===== src/rtl/pi_arbiter.sv =====
// pi_arbiter: seven-level priority-interrupt arbiter with CONO/CONI PI register interface.
// Optional program (software) requests are compiled in when PI_SWREQ_EN is defined.
module pi_arbiter (
   input  logic        clk,
   input  logic        rst,
   input  logic        clken,
   input  logic [0:35] dp,
   input  logic        piCONO,
   input  logic        piACK,
   input  logic        piDISMISS,
   input  logic [1:7]  aprINTR,
   input  logic [1:7]  ubaINTR,
   output logic        piINTR,
   output logic [0:2]  piLEVEL,
   output logic [0:35] piSTATUS
);

   logic       pi_on, pi_on_n;
   logic [1:7] pi_ena, pi_ena_n;
   logic [1:7] in_prog, in_prog_n;
   logic [1:7] hw_req, sw_req;
   logic [1:7] eligible, lvl_mask, ack_sel;
   logic [0:2] win_level;
   logic       blocked, dismissed, ack_ok, clear_sys;

   assign lvl_mask  = dp[29:35];
   assign clear_sys = piCONO & dp[22];
   assign ack_ok    = piACK & piINTR;

   // An in-progress level masks itself and every lower-priority level.
   always_comb begin
      // NOTE: every always_comb output gets a default first so no latch is inferred;
      // blocking assignments are intended here because the loop chains 'blocked'.
      eligible  = '0;
      win_level = '0;
      blocked   = 1'b0;
      ack_sel   = '0;
      for (int l = 1; l <= 7; l++) begin
         blocked     = blocked | in_prog[l];
         eligible[l] = pi_on & pi_ena[l] & (hw_req[l] | sw_req[l]) & ~blocked;
         ack_sel[l]  = ack_ok & (piLEVEL == 3'(l));
      end
      for (int l = 7; l >= 1; l--)
         if (eligible[l]) win_level = 3'(l);
   end

   // Dismiss picks from the pre-edge in-progress set, then the ack bit is merged in.
   always_comb begin
      in_prog_n = in_prog;
      pi_ena_n  = pi_ena;
      pi_on_n   = pi_on;
      dismissed = 1'b0;
      if (piDISMISS)
         for (int l = 1; l <= 7; l++)
            if (in_prog[l] && !dismissed) begin
               in_prog_n[l] = 1'b0;
               dismissed    = 1'b1;
            end
      in_prog_n = in_prog_n | ack_sel;
      if (piCONO) begin
         if (dp[25]) pi_ena_n = pi_ena_n | lvl_mask;
         if (dp[26]) pi_ena_n = pi_ena_n & ~lvl_mask;
         if (dp[28]) pi_on_n  = 1'b1;
         if (dp[27]) pi_on_n  = 1'b0;
      end
      if (clear_sys) begin
         in_prog_n = '0;
         pi_ena_n  = '0;
         pi_on_n   = 1'b0;
      end
   end

   always_ff @(posedge clk or negedge rst) begin
      // NOTE: non-blocking assignments for all sequential state.
      if (!rst) begin
         pi_on   <= 1'b0;
         pi_ena  <= '0;
         in_prog <= '0;
         hw_req  <= '0;
         piINTR  <= 1'b0;
         piLEVEL <= '0;
      end else if (clken) begin
         pi_on   <= pi_on_n;
         pi_ena  <= pi_ena_n;
         in_prog <= in_prog_n;
         hw_req  <= aprINTR | ubaINTR;
         piINTR  <= |eligible;
         piLEVEL <= win_level;
      end
   end

`ifdef PI_SWREQ_EN
   logic [1:7] sw_req_n;
   logic       unused_dp;
   assign unused_dp = ^dp[0:21];

   // Set-then-clear ordering makes a conflicting CONO resolve to clear.
   always_comb begin
      sw_req_n = sw_req & ~ack_sel;
      if (piCONO) begin
         if (dp[24]) sw_req_n = sw_req_n | lvl_mask;
         if (dp[23]) sw_req_n = sw_req_n & ~lvl_mask;
      end
      if (clear_sys) sw_req_n = '0;
   end

   always_ff @(posedge clk or negedge rst) begin
      if (!rst)       sw_req <= '0;
      else if (clken) sw_req <= sw_req_n;
   end
`else
   logic unused_dp;
   assign unused_dp = ^{dp[0:21], dp[23:24]};
   assign sw_req    = '0;
`endif

   assign piSTATUS = {11'b0, sw_req, 3'b0, in_prog, pi_on, pi_ena};

endmodule


===== config.mk =====
export PLATFORM = sky130hd
export DESIGN_NAME = pi_arbiter
export DESIGN_NICKNAME = d
export VERILOG_FILES = /design/src/rtl/pi_arbiter.sv
export SDC_FILE = /design/constraint.sdc
export NUM_CORES = 1
export LEC_CHECK = 0
export BUFFER_PORTS_ARGS = -buffer_cell sky130_fd_sc_hd__buf_2
export CAP_MARGIN = 5
export CORE_MARGIN = 1
export CORE_UTILIZATION = 35
export CTS_BUF_LIST = sky130_fd_sc_hd__clkbuf_2 sky130_fd_sc_hd__clkbuf_4 sky130_fd_sc_hd__clkbuf_8
export DETAILED_ROUTE_END_ITERATION = 16
export PLACE_DENSITY = 0.78
export SLEW_MARGIN = 40
export SYNTH_ARGS = -nofsm -noshare
export SYNTH_HDL_FRONTEND = slang
export SYNTH_SLANG_ARGS = --single-unit

===== constraint.sdc =====
create_clock -name clk -period 1.7 [get_ports clk]
set_clock_uncertainty 0.2 [all_clocks]
set_input_delay 0.34 -clock clk [delete_from_list [all_inputs] [get_ports clk]]
set_output_delay 0.34 -clock clk [all_outputs]
set_load 0.01 [all_outputs]

# After elaboration in Yosys (flattened, before gate mapping)
# Index checks and enable logic that the tools add are counted.
# totals
in_bits	56
regBits	26
# classes
n_bitwise	48
n_reduce_logical	17
eq_ne	7
n_mux	36
# op_table
op	count
$mux 7	7
$and 1x1->1	30
$mux 1	22
$mux 3	7
$or 7x7->7	3
$eq 3x3->1 const B	4
$and 7x7->7	1
$not 1->1	7
$not 7->7	1
$reduce_or 7->1	1
$eq 3x2->1 const B	2
$logic_and 1x1->1	6
$logic_not 1->1	6
$or 1x1->1	6
$eq 3x1->1 const B	1
$reduce_and 3->1	1
$reduce_bool 3->1	1
$reduce_and 2->1	1
$reduce_bool 2->1	1

# Longest topological paths before layout
# Gate-level depths: netlist of the first run.
# logic_depth
word_depth	28
mapped_depth	5

# Worst setup path before layout of the first run
# Ideal clock, no wire load.
# synth_timing
kind	register -> register
start	register in_prog[1] (netlist name)
end	register piLEVEL[0] (netlist name)
arrival_time_ns	1.590
setup_slack_ns	-0.194
setup_time_ns	0.104
path_stages_with_launch	5
n_path_buf	0
period_less_slack_ns	1.894
cell_sequence	dfrtp_1 or4b_4 a211oi_2 o21ai_1 o41ai_2
# synth_via
elab_chain_cells	15
word_cells_on_any_way	27
# synth_lines
item	line_no	rtl
from (decl)	20	logic [1:7] in_prog, in_prog_n;
from (signal assigned)	85	in_prog <= in_prog_n;
$or 1x1->1 (6 in series)	39	blocked = blocked | in_prog[l];
$not 1->1	40	eligible[l] = pi_on & pi_ena[l] & (hw_req[l] | sw_req[l]) & ~blocked;
$and 1x1->1	40	
$mux 3 (6 in series)	44	if (eligible[l]) win_level = 3'(l);
$mux 3 (*)	44	
to (signal assigned)	88	piLEVEL <= win_level;
to (decl)	14	output logic [0:2] piLEVEL,
# Mark *: on every way between the ends. The rest lies on a longest branch, timed or not.
# A chain may end at the register's enable or synchronous reset.

# Worst setup path after layout of the first run
# layout_timing
start	register in_prog[2] (netlist name)
end	register piLEVEL[0] (netlist name)
# layout_via
elab_chain_cells	15
word_cells_on_any_way	25
# layout_lines
item	line_no
$or 1x1->1 (*)	39
$or 1x1->1 (5 in series)	39
$not 1->1	40
$and 1x1->1	40
$mux 3 (5 in series)	44
$mux 3 (*) (2 in series)	44
# Marked as above.

==> results of run 1 <==
[sequential cells by signal, indices dropped and copies added, names as in the netlist]
| register | cells |
|---|---|
| hw_req | 7 |
| in_prog | 7 |
| pi_on | 1 |
| piINTR | 1 |
| pi_ena | 7 |
| piLEVEL | 3 |
[where the power goes]
group | switching (mW) | internal, mW | leakage [nW]
logic | 0.364 | 0.300 | 0.580
clock network | 0.195 | 0.315 | 0.0357
registers | 0.138 | 0.738 | 0.312
total | 0.698 | 1.35 | 0.928
[final cells by class]
cell class	count	area (sq um)
Fill cell	400	2150
Clock inverter	1	30.0
Timing Repair Buffer	63	350
Inverter	1	3.75
Tap cell	50	62.6
Multi-Input combinational cell	138	712
Clock buffer	3	41.3
Sequential cell	26	652
[worst max-delay path by stage]
stage                           startpoint  cells after the start                     end  slack (ps)
floorplan           in_prog[3]$_DFFE_PN0P_                      4  piLEVEL[1]$_DFFE_PN0P_         -30
global placement    in_prog[3]$_DFFE_PN0P_                      4  piLEVEL[1]$_DFFE_PN0P_         -30
detailed placement  in_prog[2]$_DFFE_PN0P_                      4  piLEVEL[1]$_DFFE_PN0P_         -40
CTS                 in_prog[2]$_DFFE_PN0P_                      4  piLEVEL[1]$_DFFE_PN0P_         -70
global route        in_prog[2]$_DFFE_PN0P_                      4  piLEVEL[0]$_DFFE_PN0P_        -170
finish              in_prog[2]$_DFFE_PN0P_                      4  piLEVEL[0]$_DFFE_PN0P_         -70
[what timing repair did]
item / CTS / global route
hold endpoints to repair: 26 / 0
gates resized for setup: 1 / 0
hold buffers: 1 / 0
pin swaps: 0 / 0
setup endpoints to repair: 4 / 6
[logic make-up (layout without fill, tap and decap cells)]
family,after synthesis,count (layout)
compound gates,47,47
buf+inv,28,68
flops,26,26
other cells,1,21
simple gates,70,70
[per-layer routing]
metal	vias up	routed length, um
met3	8	226
met2	53	1770
met1	647	1500
met5	-	0
met4	0	52
li1	674	-
[metrics by stage]
step | std cells | TNS [ps] | cell area [sq um]
after floorplan | 192 | -43.8 | 1550
after global placement | 277 | -37.0 | 1770
after detailed placement | 277 | -107 | 1770
after CTS | 282 | -204 | 1850
after global routing | 282 | -621 | 1850
final | 282 | -194 | 1850
[critical path, stage by stage (launching register included)]
cell	delay (ps)
dfrtp_2	420
or4b_4	550
a211oi_2	150
o21ai_1	130
o41ai_2	220
[layout by cell type, fill, tap and decap left out, types with 2 or more instances in the layout]
cell type and n:
a21oi_1 11, a22oi_1 7, a32o_1 2, and2b_1 2
buf_2 50, buf_4 12, clkbuf_8 3, conb_1 21
dfrtp_1 25, nand2_1 28, nand2b_1 3, nand3_1 4
nor2_1 21, nor3_1 3, o21ai_0 16
[cell usage after synthesis (2+ instances only)]
cell type   n
a21oi_1    11
a22oi_1     7
a32o_1      2
and2b_1     2
buf_4      22
clkbuf_1    5
dfrtp_1    26
nand2_1    28
nand2b_1    3
nand3_1     4
nor2_1     22
nor3_1      3
nor4b_1     2
o21ai_0    16
==> impl_metrics.py, run 1 <==
metrics = {
    "run_status": {
        "run_status": "finished, violations left",
        "failed_checks": "negative setup slack",
    },
    "placement": {
        "place.gp.congestion": 0.860,
        "dp_slack_ps": -42.3,
        "dp_hpwl_mm": 2.69,
        "portBuffers": 50,
    },
    "worst_hold_path": {
        "min_delay_path_depth": 3,
        "holdPathEnd": "pi_on$_DFFE_PN0P_",
        "timing.hold.worst.class": "input port to register",
        "min_from": "dp[28]",
    },
    "synthesis": {
        "synth_top_family_by_area": "simple AND/OR/NAND/NOR gates",
        "yosys.area_share.xor_xnor_pct": 0,
        "seq_area_frac_synth_pct": 44.4,
        "yosys.area_share.adder_pct": 0,
        "ys_ff_latch": 26,
        "syn_area_sq_um": 1470,
        "synth-compound-area-share_pct": 20.6,
        "synth_ff_type": "dfrtp_1",
        "synth_edf_count": 0,
        "synthMuxAreaShare_pct": 0,
        "async_reset_ff_share_pct": 100,
        "yosys.area.top_type": "dfrtp_1",
        "synth-simple-area-share_pct": 21.9,
        "synthTopCellsByArea": "dfrtp_1, buf_4, nand2_1",
        "synth_area_per_cell_sq_um": 8.53,
        "netlist_instances": 172,
        "ys_warn_count": 0,
        "synth_top_area_share_pct": 44.4,
        "ys_types": 33,
    },
    "timing": {
        "drv_slew": 0,
        "post-route-min-period_ps": 1770,
        "fin_hold_ws_ps": 126,
        "postLayoutSetupSlackWorst_ps": -68.7,
        "rsz0062_at_grt": "true",
        "tightestPinTransition_ps": 565,
        "max_freq_mhz": 565,
        "finalHoldViolCount": 0,
        "setup_viol": 3,
        "relSlewSlack_pct": 62.3,
        "final.period_utilization_pct": 104,
    },
    "cells_and_area": {
        "layout.nets": 289,
        "antenna_cells": 0,
        "utilization_pct": 46.3,
        "drive_gt1_share_pct": 31.0,
        "areaGrowthSynthToFinish_pct": 26.3,
    },
    "critical_path": {
        "cp-start-kind": "register",
        "r2r_slack_ps": -70,
        "critical_path_required_ps": 1670,
        "r2r_start": "in_prog[2]$_DFFE_PN0P_",
        "critPathArrivalTime_ps": 1740,
        "cp_max_fo": 3,
        "critPathKind": "register to register",
        "cp-end-kind": "register",
        "r2r_cells": 4,
        "rr_endpoint": "piLEVEL[0]$_DFFE_PN0P_",
    },
    "clock_tree": {
        "clockBufferDepth": 2,
        "cts_setup_buffers": 0,
        "cts.sinks": 26,
        "numCtsBuffers": 3,
        "root_buffer": "clkbuf_8",
        "cts_tree": "yes",
        "insertion_delay_ps": 270,
        "htree_num_levels": 1,
        "path_clk_slew_ps": 90,
    },
    "detailed_routing": {
        "dr_total_vias": 1382,
        "dr.pass1.iters": 6,
        "postRouteAntennaNets": 0,
        "routed_via_density": 4.90,
        "wl_per_cell_um": 12.6,
        "drc_errors": 0,
        "drtIter0Drc": 89,
        "wl_mm": 3.54,
    },
    "grt": {
        "antenna_found_initial": 0,
        "use_met3_pct": 2.91,
        "grt-busiest-layer": "met2",
        "grt_remaining_overflow": 0,
        "grt_pass1_vias": 1290,
        "met2_usage_pct": 28.0,
        "use_met1_pct": 21.0,
        "grt_max_degree": 27,
        "track_usage_pct": 16.8,
        "grt_pass1_wl_mm": 5.69,
    },
    "power": {
        "finalPower_mw": 2.05,
        "vdd_drop_max_uv": 350,
        "power_leakage_nw": 0.928,
        "power_density_nw_per_um2": 1110,
    },
    "floorplanning": {
        "core_area_sq_um": 4000,
        "row_count": 23,
        "die_area_sq_um": 4450,
        "die_y_um": 66.7,
        "dieWidth_um": 66.7,
        "start_util_pct": 36.7,
        "ios": 96,
    },
    "flow_run": {
        "cap_violations": 0,
    },
}
Power figures use the tool's default switching activity.
==> inputs of run 2 (changes only) <==
--- a/config.mk
+++ b/config.mk
@@ -12,6 +12,7 @@
 export CTS_BUF_LIST = sky130_fd_sc_hd__clkbuf_2 sky130_fd_sc_hd__clkbuf_4 sky130_fd_sc_hd__clkbuf_8
 export DETAILED_ROUTE_END_ITERATION = 16
 export PLACE_DENSITY = 0.78
+export RECOVER_POWER = 100
 export SLEW_MARGIN = 40
 export SYNTH_ARGS = -nofsm -noshare
 export SYNTH_HDL_FRONTEND = slang
==> impl_metrics.py, run 2 (synthesized netlist as in run 1, its figures left out) <==
metrics = {
    "floorplanning": {
        "die_area_sq_um": 4450,
        "row_count": 23,
        "ios": 96,
        "start_util_pct": 36.7,
        "core_area_sq_um": 4000,
        "dieWidth_um": 66.7,
        "die_y_um": 66.7,
    },
    "grt": {
        "use_met1_pct": 21.0,
        "track_usage_pct": 16.8,
        "use_met3_pct": 2.91,
        "met2_usage_pct": 28.0,
        "grt_remaining_overflow": 0,
        "grt_pass1_vias": 1290,
        "antenna_found_initial": 0,
        "grt_max_degree": 27,
        "grt_pass1_wl_mm": 5.69,
        "grt-busiest-layer": "met2",
    },
    "power": {
        "finalPower_mw": 2.02,
        "power_density_nw_per_um2": 1110,
        "power_leakage_nw": 0.857,
        "vdd_drop_max_uv": 335,
    },
    "run_status": {
        "failed_checks": "negative setup slack",
        "run_status": "finished, violations left",
    },
    "critical_path": {
        "cp_max_fo": 3,
        "critPathArrivalTime_ps": 1740,
        "critPathKind": "register to register",
        "critical_path_required_ps": 1670,
        "r2r_slack_ps": -70,
        "cp-start-kind": "register",
        "cp-end-kind": "register",
    },
    "clock_tree": {
        "path_clk_slew_ps": 90,
        "insertion_delay_ps": 270,
        "root_buffer": "clkbuf_8",
        "htree_num_levels": 1,
        "cts_setup_buffers": 0,
        "cts_tree": "yes",
        "numCtsBuffers": 3,
        "clockBufferDepth": 2,
        "cts.sinks": 26,
    },
    "timing": {
        "finalHoldViolCount": 0,
        "final.period_utilization_pct": 104,
        "post-route-min-period_ps": 1770,
        "rsz0062_at_grt": "true",
        "postLayoutSetupSlackWorst_ps": -68.8,
        "max_freq_mhz": 565,
        "relSlewSlack_pct": 58.1,
        "tightestPinTransition_ps": 628,
        "drv_slew": 0,
        "setup_viol": 3,
    },
    "placement": {
        "place_inst": 277,
        "portBuffers": 50,
        "dp_hpwl_mm": 2.69,
        "dp_slack_ps": -42.3,
        "place.gp.congestion": 0.860,
    },
    "cells_and_area": {
        "antenna_cells": 0,
        "final_common_cell": "buf_2",
        "layout.nets": 289,
        "utilization_pct": 45.4,
        "drive_gt1_share_pct": 22.4,
        "layout_common_cells": "buf_2, nand2_1, dfrtp_1",
        "fin_cells": 282,
        "areaGrowthSynthToFinish_pct": 23.9,
        "largestRegisters": "hw_req x7, in_prog x7, pi_ena x7",
    },
    "detailed_routing": {
        "routed_via_density": 4.88,
        "wl_mm": 3.54,
        "dr_total_vias": 1377,
        "dr.pass1.iters": 6,
        "drtIter0Drc": 84,
        "drc_errors": 0,
        "wl_per_cell_um": 12.6,
        "postRouteAntennaNets": 0,
    },
    "worst_hold_path": {
        "timing.hold.worst.class": "input port to register",
    },
    "flow_run": {
        "cap_violations": 0,
    },
}
## run 2: cell types whose count changed in the layout (fill, tap and decap cells not counted)
cell and delta:
buf_4 -4, clkbuf_1 +20, buf_2 -19, clkbuf_2 +3
## run 2: report_power, final
group | internal, mW | switching (mW)
registers | 0.738 | 0.142
clock network | 0.315 | 0.197
logic | 0.268 | 0.364
## run 2: stage by stage
stage               hold slack [ps]  instance area, sq um  TNS [ps]
finish                          133                  1820      -195
global route                    159                  1820      -621
CTS                             130                  1850      -204
detailed placement              168                  1770      -107
global placement                166                  1770     -37.0
floorplan                      -156                  1550     -43.8
## run 2: worst paths after layout
check,cells past startpoint,end,from
worst min-delay path,3,hw_req[2]$_DFFE_PN0P_,aprINTR[2]
min in group asynchronous,2,in_prog[4]$_DFFE_PN0P_,rst
worst max register to register,4,piLEVEL[0]$_DFFE_PN0P_,in_prog[2]$_DFFE_PN0P_
worst max-delay path,4,piLEVEL[0]$_DFFE_PN0P_,in_prog[2]$_DFFE_PN0P_
worst min register to register,2,hw_req[2]$_DFFE_PN0P_,hw_req[2]$_DFFE_PN0P_
max in group asynchronous,2,in_prog[2]$_DFFE_PN0P_,rst
## run 2: area by class of cell
type	instances	area, sq um
Clock buffer	3	41.3
Clock inverter	1	30.0
Fill cell	417	2180
Inverter	1	3.75
Multi-Input combinational cell	138	712
Sequential cell	26	652
Tap cell	50	62.6
Timing Repair Buffer	63	315
## run 2: critical path, cell delays in order, from the launching register on
cell	delay (ps)
dfrtp_2	420
or4b_4	550
a211oi_2	150
o21ai_1	130
o41ai_2	220
## run 2: per-layer routing
layer / part of all wire [%] / routed length (um) / vias to the layer above
met3: 5.5 / 196 / 6
li1: - / - / 676
met4: 1.4 / 48 / 0
met5: 0 / 0 / -
met2: 50 / 1780 / 47
met1: 43 / 1520 / 648
## run 2: repair_timing
action,CTS,global route
hold endpoints to repair,26,0
resized for setup,1,0
hold buffers,1,0
endpoints found under the setup margin,4,6
==> inputs of run 3 (changes only) <==
--- a/config.mk
+++ b/config.mk
@@ -5,13 +5,13 @@
 export SDC_FILE = /design/constraint.sdc
 export NUM_CORES = 1
 export LEC_CHECK = 0
-export BUFFER_PORTS_ARGS = -buffer_cell sky130_fd_sc_hd__buf_2
 export CAP_MARGIN = 5
 export CORE_MARGIN = 1
 export CORE_UTILIZATION = 35
 export CTS_BUF_LIST = sky130_fd_sc_hd__clkbuf_2 sky130_fd_sc_hd__clkbuf_4 sky130_fd_sc_hd__clkbuf_8
 export DETAILED_ROUTE_END_ITERATION = 16
-export PLACE_DENSITY = 0.78
+export DONT_BUFFER_PORTS = 1
+export PLACE_DENSITY = 0.58
 export RECOVER_POWER = 100
 export SLEW_MARGIN = 40
 export SYNTH_ARGS = -nofsm -noshare
==> impl_metrics.py, run 3 (synthesized netlist as in run 1, its figures left out) <==
metrics = {
    "run_status": {
        "run_status": "finished, violations left",
        "failed_checks": "negative setup slack",
    },
    "power": {
        "sw_frac_of_total_pct": 37.1,
        "p_int_mw": 1.16,
        "vdd_drop_max_uv": 350,
        "clock_power_share_pct": 21.6,
        "power_leakage_nw": 0.716,
        "p_comb_share_pct": 27.4,
        "power_frac_seq_pct": 51.0,
        "power_density_nw_per_um2": 1140,
        "finalPower_mw": 1.85,
        "p_sw_mw": 0.685,
    },
    "timing": {
        "tightestPinTransition_ps": 642,
        "rsz0062_at_grt": "true",
        "finalHoldViolCount": 0,
        "fin_hold_ws_ps": 19.1,
        "post-route-min-period_ps": 1810,
        "drv_slew": 0,
        "postLayoutSetupSlackWorst_ps": -114,
        "relSlewSlack_pct": 57.2,
        "fin_setup_tns_ps": -342,
        "final.period_utilization_pct": 107,
        "setup_viol": 4,
        "max_freq_mhz": 551,
    },
    "clock_tree": {
        "path_clk_slew_ps": 90,
        "insertion_delay_ps": 270,
        "clockBufferDepth": 2,
        "cts.sinks": 26,
        "numCtsBuffers": 3,
        "root_buffer": "clkbuf_8",
        "htree_num_levels": 1,
        "cts_tree": "yes",
    },
    "detailed_routing": {
        "met3_length_um": 285,
        "routed_via_density": 5.30,
        "drc_errors": 0,
        "dr_total_vias": 1251,
        "dr.pass1.iters": 4,
        "wl_per_cell_um": 15.3,
        "wl_mm": 3.61,
        "postRouteAntennaNets": 0,
        "dr.max_layer_used": "met4",
        "wl_met1_mm": 1.59,
        "drtIter0Drc": 43,
        "dr_wl_met2_mm": 1.68,
    },
    "floorplanning": {
        "dieWidth_um": 66.7,
        "row_count": 23,
        "die_area_sq_um": 4450,
        "ios": 96,
        "die_y_um": 66.7,
        "start_util_pct": 36.7,
        "core_area_sq_um": 4000,
    },
    "cells_and_area": {
        "drive_gt1_share_pct": 11.8,
        "final_common_cell": "nand2_1",
        "areaGrowthSynthToFinish_pct": 10.8,
        "layout.nets": 243,
        "regArea_sq_um": 652,
        "largestRegisters": "hw_req x7, in_prog x7, pi_ena x7",
        "utilization_pct": 40.6,
        "nFillCells": 412,
        "layout_common_cells": "nand2_1, dfrtp_1, nor2_1, conb_1, o21ai_0",
        "antenna_cells": 0,
        "multiInputGateArea_sq_um": 737,
    },
    "worst_hold_path": {
        "holdPathEnd": "hw_req[5]$_DFFE_PN0P_",
        "min_from": "clken",
        "timing.hold.worst.class": "input port to register",
        "min_delay_path_depth": 2,
    },
    "critical_path": {
        "cp-start-kind": "register",
        "rr_endpoint": "piLEVEL[0]$_DFFE_PN0P_",
        "cp_max_fo": 3,
        "critPathArrivalTime_ps": 1790,
        "r2r_slack_ps": -110,
        "cp-end-kind": "register",
        "critical_path_required_ps": 1670,
        "r2r_cells": 4,
        "r2r_start": "in_prog[2]$_DFFE_PN0P_",
        "critPathKind": "register to register",
    },
    "flow_run": {
        "cap_violations": 0,
    },
    "grt": {
        "antenna_found_initial": 0,
        "grt_remaining_overflow": 0,
        "grt_max_degree": 27,
        "track_usage_pct": 17.3,
        "grt_pass1_vias": 1180,
        "grt_pass1_wl_mm": 5.63,
    },
    "placement": {
        "portBuffers": 0,
        "place.gp.congestion": 0.849,
        "dp_hpwl_mm": 2.57,
    },
}
run 3: cell type report:
cell class	instances	share of cell area (%)
Clock buffer	4	3.39
Inverter	1	0.231
Multi-Input combinational cell	138	45.4
Timing Repair Buffer	17	7.01
Sequential cell	26	40.1
Tap cell	50	3.85
run 3: timing repair:
item,4_1_cts,5_1_grt
pin swaps,1,3
setup endpoints to repair,4,6
endpoints found under the hold margin,41,0
setup buffers,1,1
hold buffers,4,0
resized for setup,3,4
run 3: worst max-delay path by stage:
stage | from | end | slack [ps]
after floorplan | in_prog[3]$_DFFE_PN0P_ | piLEVEL[1]$_DFFE_PN0P_ | -30
after global placement | in_prog[2]$_DFFE_PN0P_ | piLEVEL[1]$_DFFE_PN0P_ | -70
after detailed placement | in_prog[2]$_DFFE_PN0P_ | piLEVEL[1]$_DFFE_PN0P_ | -90
after CTS | in_prog[2]$_DFFE_PN0P_ | piLEVEL[0]$_DFFE_PN0P_ | -90
after global routing | in_prog[2]$_DFFE_PN0P_ | piLEVEL[1]$_DFFE_PN0P_ | -180
final | in_prog[2]$_DFFE_PN0P_ | piLEVEL[0]$_DFFE_PN0P_ | -110
run 3: per-stage QoR:
stage	cells	area (sq um)	setup WS, ps
2_1_floorplan	192	1550	-25.8
5_1_grt	236	1620	-179
3_5_place_dp	226	1510	-93.3
4_1_cts	235	1640	-92.0
6_report	236	1620	-114
3_3_place_gp	226	1510	-67.0
run 3: metal layers:
layer | vias up | track usage (%)
li1 | 586 | -
met1 | 605 | 22.9
met2 | 54 | 26.6
met3 | 6 | 4.11
met4 | 0 | 7.18
met5 | - | 0
run 3: worst max-delay path: stages, from the launching register on:
cell      delay (ps)
dfrtp_2          420
or4b_4           580
a211oi_2         190
o21ai_2          120
o41ai_2          210
run 3: power groups by stage:
| stage | clock, mW | combinational (mW) | sequential (mW) |
|---|---|---|---|
| 6_report | 0.400 | 0.507 | 0.942 |
| 5_1_grt | 0.438 | 0.572 | 0.960 |
| 4_1_cts | 0.414 | 0.494 | 0.942 |
| 3_5_place_dp | 0 | 0.435 | 0.955 |
| 3_3_place_gp | 0 | 0.425 | 0.952 |
| 2_1_floorplan | 0 | 0.365 | 0.914 |
